## src/rtl/mem_port_arbiter.sv

```systemverilog
// Round-robin arbiter for the single-port main memory shared by fetch (0), execute (1) and I/O (2).
// Each access is a GRANT (memory strobe) cycle followed by a DONE (ack + read data) cycle.
module mem_port_arbiter #(
    parameter int ADDR_W   = 16,
    parameter int DATA_W   = 64,
    parameter int MAX_HOLD = 4
) (
    input  logic              clk,
    input  logic              R,
    input  logic [2:0]        req,
    input  logic [2:0]        lock,
    input  logic [2:0]        we,
    input  logic [ADDR_W-1:0] addr0,
    input  logic [ADDR_W-1:0] addr1,
    input  logic [ADDR_W-1:0] addr2,
    input  logic [DATA_W-1:0] wdata0,
    input  logic [DATA_W-1:0] wdata1,
    input  logic [DATA_W-1:0] wdata2,
    input  logic [DATA_W-1:0] mem_rdata,
    output logic              mem_en,
    output logic              mem_we,
    output logic [ADDR_W-1:0] mem_addr,
    output logic [DATA_W-1:0] mem_wdata,
    output logic [2:0]        gnt,
    output logic [2:0]        ack,
    output logic [DATA_W-1:0] rdata,
    output logic              busy,
    output logic [1:0]        fsm_state
);

    // Handshake: a requester raises req[i] with addr/we/wdata stable; gnt[i] marks ownership
    // once granted, and ack[i] pulses for one cycle when the access completes. A granted
    // access always completes (dropping req after grant does not cancel it).

    localparam int HW = (MAX_HOLD > 1) ? $clog2(MAX_HOLD) : 1;

    typedef enum logic [1:0] {IDLE = 2'd0, GRANT = 2'd1, DONE = 2'd2} state_t;

    state_t        state, state_n;
    logic [1:0]    owner, owner_n;
    logic [1:0]    p, p_n;
    logic [HW-1:0] hold_cnt, hold_n;
    logic [2:0]    win, win_rel;
    logic [1:0]    p_rel;
    logic          can_hold;

    function automatic logic [1:0] inc3(input logic [1:0] v);
        return (v == 2'd2) ? 2'd0 : v + 2'd1;
    endfunction

    // Returns {found, index}; candidates are scanned from last to first so the earliest wins.
    function automatic logic [2:0] pick(input logic [2:0] r, input logic [1:0] ptr);
        logic [1:0] c0, c1, c2;
        logic [2:0] res;
        c0  = ptr;
        c1  = inc3(c0);
        c2  = inc3(c1);
        res = 3'b000;
        if (r[c2]) res = {1'b1, c2};
        if (r[c1]) res = {1'b1, c1};
        if (r[c0]) res = {1'b1, c0};
        return res;
    endfunction

    always_ff @(posedge clk or posedge R) begin
        if (R) begin
            state    <= IDLE;
            owner    <= 2'd0;
            p        <= 2'd0;
            hold_cnt <= '0;
        end else begin
            state    <= state_n;
            owner    <= owner_n;
            p        <= p_n;
            hold_cnt <= hold_n;
        end
    end

    assign p_rel    = inc3(owner);
    assign win      = pick(req, p);
    assign win_rel  = pick(req, p_rel);
    assign can_hold = (32'(hold_cnt) < MAX_HOLD - 1);

    always_comb begin
        state_n = state;
        owner_n = owner;
        p_n     = p;
        hold_n  = hold_cnt;
        case (state)
            IDLE: begin
                if (win[2]) begin
                    state_n = GRANT;
                    owner_n = win[1:0];
                    hold_n  = '0;
                end
            end
            GRANT: state_n = DONE;
            DONE: begin
                if (lock[owner] && req[owner] && can_hold) begin
                    state_n = GRANT;
                    hold_n  = hold_cnt + HW'(1);
                end else begin
                    p_n = p_rel;
                    if (win_rel[2]) begin
                        state_n = GRANT;
                        owner_n = win_rel[1:0];
                        hold_n  = '0;
                    end else begin
                        state_n = IDLE;
                    end
                end
            end
            default: state_n = IDLE;
        endcase
    end

    // Outputs decode straight from state so an async reset clears them in the same cycle.
    always_comb begin
        mem_en    = 1'b0;
        mem_we    = 1'b0;
        mem_addr  = '0;
        mem_wdata = '0;
        gnt       = 3'b000;
        ack       = 3'b000;
        rdata     = '0;
        busy      = (state != IDLE);
        fsm_state = state;
        if (state != IDLE) gnt = 3'b001 << owner;
        if (state == GRANT) begin
            mem_en = 1'b1;
            case (owner)
                2'd0:    begin mem_we = we[0]; mem_addr = addr0; mem_wdata = wdata0; end
                2'd1:    begin mem_we = we[1]; mem_addr = addr1; mem_wdata = wdata1; end
                default: begin mem_we = we[2]; mem_addr = addr2; mem_wdata = wdata2; end
            endcase
        end
        if (state == DONE) begin
            ack   = 3'b001 << owner;
            rdata = mem_rdata;
        end
    end

endmodule

```

## config.mk

```make
export PLATFORM = sky130hd
export DESIGN_NAME = mem_port_arbiter
export DESIGN_NICKNAME = d
export VERILOG_FILES = /design/src/rtl/mem_port_arbiter.sv
export SDC_FILE = /design/constraint.sdc
export NUM_CORES = 1
export LEC_CHECK = 0
export BUFFER_PORTS_ARGS = -buffer_cell sky130_fd_sc_hd__buf_2
export CAP_MARGIN = 5
export CORE_AREA = 2 2 184 186
export CTS_CLUSTER_DIAMETER = 30
export DETAILED_ROUTE_END_ITERATION = 7
export DIE_AREA = 0 0 186 188
export PLACE_DENSITY = 0.44
export REMOVE_ABC_BUFFERS = 1
export SLEW_MARGIN = 20
export SYNTH_ARGS = -nofsm -noshare
export SYNTH_HDL_FRONTEND = slang
export SYNTH_SLANG_ARGS = --single-unit
```

## constraint.sdc

```tcl
create_clock -name clk -period 2.7 [get_ports clk]
set_clock_uncertainty 0.1 [all_clocks]
set_input_delay 0.27 -clock clk [delete_from_list [all_inputs] [get_ports clk]]
set_output_delay 0.27 -clock clk [all_outputs]
set_load 0.05 [all_outputs]
```

Yosys cells after proc, flatten, opt, wreduce, memory -nomap -nowiden --
Index checks and enable logic that the tools add are counted. W data, S select, Z words.
Cells by class: $add $sub $neg 6, magnitude comparators 8, equality and inequality tests 12, shift operators 1, muxes and demuxes 49, bitwise gates (word level) 1, reductions and logical operators 9
Operators by type and width (count):
- $mux W64 | 2
- $pmux W64 S2 | 1
- $pmux W16 S2 | 1
- $mux W2 | 12
- $mux W3 | 8
- $lt A2 B3 Y1 const B | 7
- $bmux W1 S2 | 8
- $mux W16 | 1
- $add A2 B1 Y2 const B | 6
- $eq A2 B2 Y1 const B | 6
- $mux W1 | 12
- $pmux W2 S2 | 2
- $ne A2 B2 Y1 const B | 3
- $pmux W2 S3 | 1
- $eq A2 B1 Y1 const B | 2
- $logic_not A2 Y1 | 2
- $reduce_and A4 Y1 | 1
- $reduce_bool A2 Y1 | 2
- $ne A3 B3 Y1 const B | 1
- $reduce_and A3 Y1 | 1
- $shl A1 B2 Y3 const A | 1
- $logic_and A1 B1 Y1 | 2
- $lt A2 B2 Y1 const B | 1
- $pmux W1 S2 | 1
- other kinds (2) | 2
Word-level totals: flip-flop bits (word level) 8, bits of input ports 315

Longest topological paths before layout --
depth after elaboration 14, depth in mapped cells 7, depth with buffers taken out 4

Worst setup path before layout --
No wires, ideal clock.
path type register to output, start reg state[0], in the netlist fsm_state[0], end out ack[0], data arrival time 2.062 ns, path slack 0.268 ns, stages on the path, launching flop included 4, buffers on the path 1, cells stage by stage dfrtp_1 -> nand2b_1 -> clkbuf_2 -> nor3_1
On the way: longest elaborated chain between the ends 2
RTL lines:
- from (decl) | RTL line 39 | state_t state, state_n;
- from (signal assigned) | RTL line 72 | state <= state_n;
- $eq A2 B2 Y1 | RTL line 137 | if (state == DONE) begin
- $mux W3 | RTL line 137
- to (decl) | RTL line 25 | output logic [2:0] ack,
Every way passes these cells.

Worst setup path after layout --
start reg owner[0], end out mem_wdata[40]
On the way: longest elaborated chain between the ends 3, elaborated cells on any way between the ends 4
RTL lines:
- from (decl) | RTL line 40 | logic [1:0] owner, owner_n;
- from (signal assigned) | RTL line 73 | owner <= owner_n;
- $eq A2 B1 Y1 or $logic_not A2 Y1 (tied branches) | RTL line 131 | case (owner)
- $pmux W64 S2 (*) | RTL line 131
- $mux W64 (*) | RTL line 129 | if (state == GRANT) begin
- to (decl) | RTL line 23 | output logic [DATA_W-1:0] mem_wdata,
Mark *: on every way between the ends. The rest lies on a longest branch, timed or not.

==> flow_summary_export.csv <==
group,metric,value,unit
worst_setup_path,criticalPathCategory,"register to output pin",
clocking,cts_buffer_depth,2,
floorplan,pin_count,470,
logic_synthesis,yosysWarnings,0,
place,gp_congestion,0.8434,
sta,setup_viol,0,
worst_setup_path,crit_slowest_cell,"dfrtp_4",
sta,fin_ws,0.4673,ns
worst_setup_path,crit_chain,"buf_12 > mux2i_1 > nor2_1 > a21oi_1 > nor2_1 > buf_2",
clocking,cts_buffers,3,
global_route,grtUsageMet2,0.2027,
sta,slew_headroom,0.6692,
sta,drv_slew,0,
global_route,use_met3,0.01826,
global_route,grt_busiest_layer,"met2",
final_layout,fin_area,5991,um2
worst_hold_path,hp-class,"input port to register",
global_route,grt_max_degree,84,
worst_setup_path,worstPathMaxFanout,41,
final_layout,nFillCells,3830,
final_layout,syn2layout_area_growth,99.09,%
clocking,root_buffer,"clkbuf_16",
floorplan,die_area,34970,um2
clocking,cts_max_level,1,
place,placed_cell_area,5892,um2
global_route,grt_first_pass_wirelength,26.98,mm
worst_setup_path,rrSetupSlack,0.81,ns
floorplan,core_area,33110,um2
global_route,grt_pass1_vias,4988,
routing,wl_per_cell,13.84,um
routing,viasPerCell,3.637,
worst_setup_path,r2r.worst_path.cells,5,
logic_synthesis,synthCells,496,
logic_synthesis,yosysUniqueCellTypes,33,
power,p_leak,3.390,nW
clocking,clock_latency,0.24,ns
sta,hold_viol,0,
logic_synthesis,ys_dominant_reg_cell,"dfrtp_1",
routing,vias,5059,
clocking,cts_sinks,8,
power,ir_drop,0.0003722,V
power,total_power,0.006307,W
logic_synthesis,synth_common_cells,"nor2_1, a21oi_1, mux2i_1",
place,hpwl,16.72,mm
logic_synthesis,synthArstFlopShare,1.000,
worst_setup_path,reg2reg_to,"owner[1]",
worst_setup_path,cp_common_cell,"nor2_1",
logic_synthesis,synth_top_area_frac,0.2694,
worst_setup_path,crit_arrival,1.86,ns
routing,drt_pass1_iterations,4,
routing,ant_nets,0,
worst_setup_path,cp_slowest_stage_delay,0.53,ns
place,pre_cts_ws,0.7142,ns
global_route,grtUsageTotal,0.1007,
sta,period_share,0.8269,
worst_hold_path,min_path_cells,3,
routing,totalWireLength,19.25,mm
routing,drc,0,
clocking,ctsResizeCount,0,
worst_setup_path,critPathCaptureType,"output pin",
logic_synthesis,synth_edf_count,0,
worst_setup_path,timing.rr.start,"owner[0]",
floorplan,core.rowCount,67,
global_route,grt.overflow.total,0,
place,dp.cells,1382,
routing,drt-initial-drc-count,128,
logic_synthesis,synth.most_common_cell,"nor2_1",
sta,min_period,2.233,ns
place,io_buffers,469,
worst_setup_path,critPathRequiredTime,2.33,ns
sta,clock.fmax,447.9,MHz
clocking,cts_hold_buf,1,
floorplan,start_util,0.09087,
floorplan,die_w,186,um
global_route,globalRouteMet1Util,0.09425,
sta,tightest_slew,0.4933,ns
worst_hold_path,worstHoldStart,"req[1]",
final_layout,drive_gt1_frac,0.5293,
floorplan,die_h,188,um
clocking,cts_setup_buffers,0,
global_route,antenna_found_initial,6,
logic_synthesis,yosys.area.top_type,"mux2i_1",
worst_hold_path,hold_end,"owner[0]",
power,power_density,1053,nW/um2
logic_synthesis,synthTopCellsByArea,"mux2i_1, nor2_1, a21oi_1, and2_1, dfrtp_1",
logic_synthesis,synth-seq-area-share,0.06653,
final_layout,final_nets,1256,
logic_synthesis,synth_seq_cells,8,
job,maxCapViolations,0,
logic_synthesis,syn_area_per_cell,6.067,um2
worst_setup_path,critPathLaunchType,"register",
sta,rsz0062_at_grt,"no",
clocking,cts_tree,"done",
final_layout,stdcell_count,1391,
run_status,status,"finished clean",
clocking,path_clk_slew,0.04,ns
logic_synthesis,syn_area,3009,um2
==> per-layer routing <==
layer	part of all wire	vias up	wire, um
met4	0.050	4	962
met2	0.53	301	10290
met3	0.080	34	1535
li1	-	2552	-
met1	0.33	2168	6437
met5	0.0014	-	27
==> cells by family (layout without fill, tap and decap cells) <==
kind of cell,Yosys count,after routing,synth area share
AND/OR/NAND/NOR,248,248,0.3805
AO/OA/AOI/OAI,103,103,0.1909
multiplexers,81,81,0.2694
buffers and inverters,55,498,0.08857
flip-flops,8,8,0.06653
adder cells (fa/ha/maj),1,1,0.004157
other,0,4,0
==> critical path, delay by kind of cell (launching register included) <==
family	cells	cell delay [ns]
AO/OA/AOI/OAI	1	0.13
multiplexers	1	0.26
AND/OR/NAND/NOR	2	0.13
buffers and inverters	2	0.49
flip-flops	1	0.53
==> through the flow <==
stage	hold slack, ns	setup TNS (ns)	utilization
floorplan	-0.01434	-157.63	-
global placement	0.1463	0	0.1779
detailed placement	0.1316	0	0.1779
CTS	0.3017	0	0.1806
global route	0.3185	0	0.1809
finish	0.3068	0	0.1809
==> cells in the final DEF, fill, tap and decap left out, drive strengths merged <==
master,netlist,final
buf,32,484
nor2,169,169
a21oi,84,84
mux2i,81,81
and2,64,64
inv,9,9
dfrtp,8,8
o21ai,7,7
nand2,5,5
diode,0,4
o31ai,4,4
clkbuf,14,4
o41ai,3,3
nor3,2,2
nand4b,2,2
nor2b,2,2
nand2b,1,1
nand4bb,1,1
a31oi,1,1
a221oi,1,1
nand3b,1,1
a211oi,1,1
or2,1,1
a311oi,1,1
a32o,1,1
ha,1,1
dlygate4sd3,0,1
==> flip-flops by register name, summed over array words and instances, names as in the netlist <==
| register | count |
|---|---|
| hold_cnt | 2 |
| owner | 2 |
| fsm_state | 2 |
| p | 2 |
==> area by class of cell <==
class	instances	area, um2	share of cell area
Inverter	9	33.78	0.005639
Tap cell	448	560.5	0.09357
Clock buffer	4	78.83	0.01316
Antenna cell	4	10.01	0.001671
Sequential cell	8	207.7	0.03467
Timing Repair Buffer	485	2545	0.4248
Multi-Input combinational cell	433	2555	0.4265
==> worst max-delay path by stage <==
stage / cells past startpoint / end / from / slack, ns
finish: 6 / mem_wdata[40] / owner[0] / 0.47
global route: 4 / rdata[44] / fsm_state[0] / 0.35
CTS: 6 / mem_wdata[59] / owner[0] / 0.46
detailed placement: 5 / mem_wdata[41] / fsm_state[0] / 0.71
global placement: 5 / mem_wdata[58] / fsm_state[0] / 0.70
floorplan: 4 / mem_addr[0] / owner[0] / -1.72
==> power breakdown <==
group          switching (W)  internal [W]
logic                0.00405       0.00169
registers           0.000133      0.000175
clock network      0.0000644      0.000197
total                0.00424       0.00206
Power figures use the tool's default switching activity.
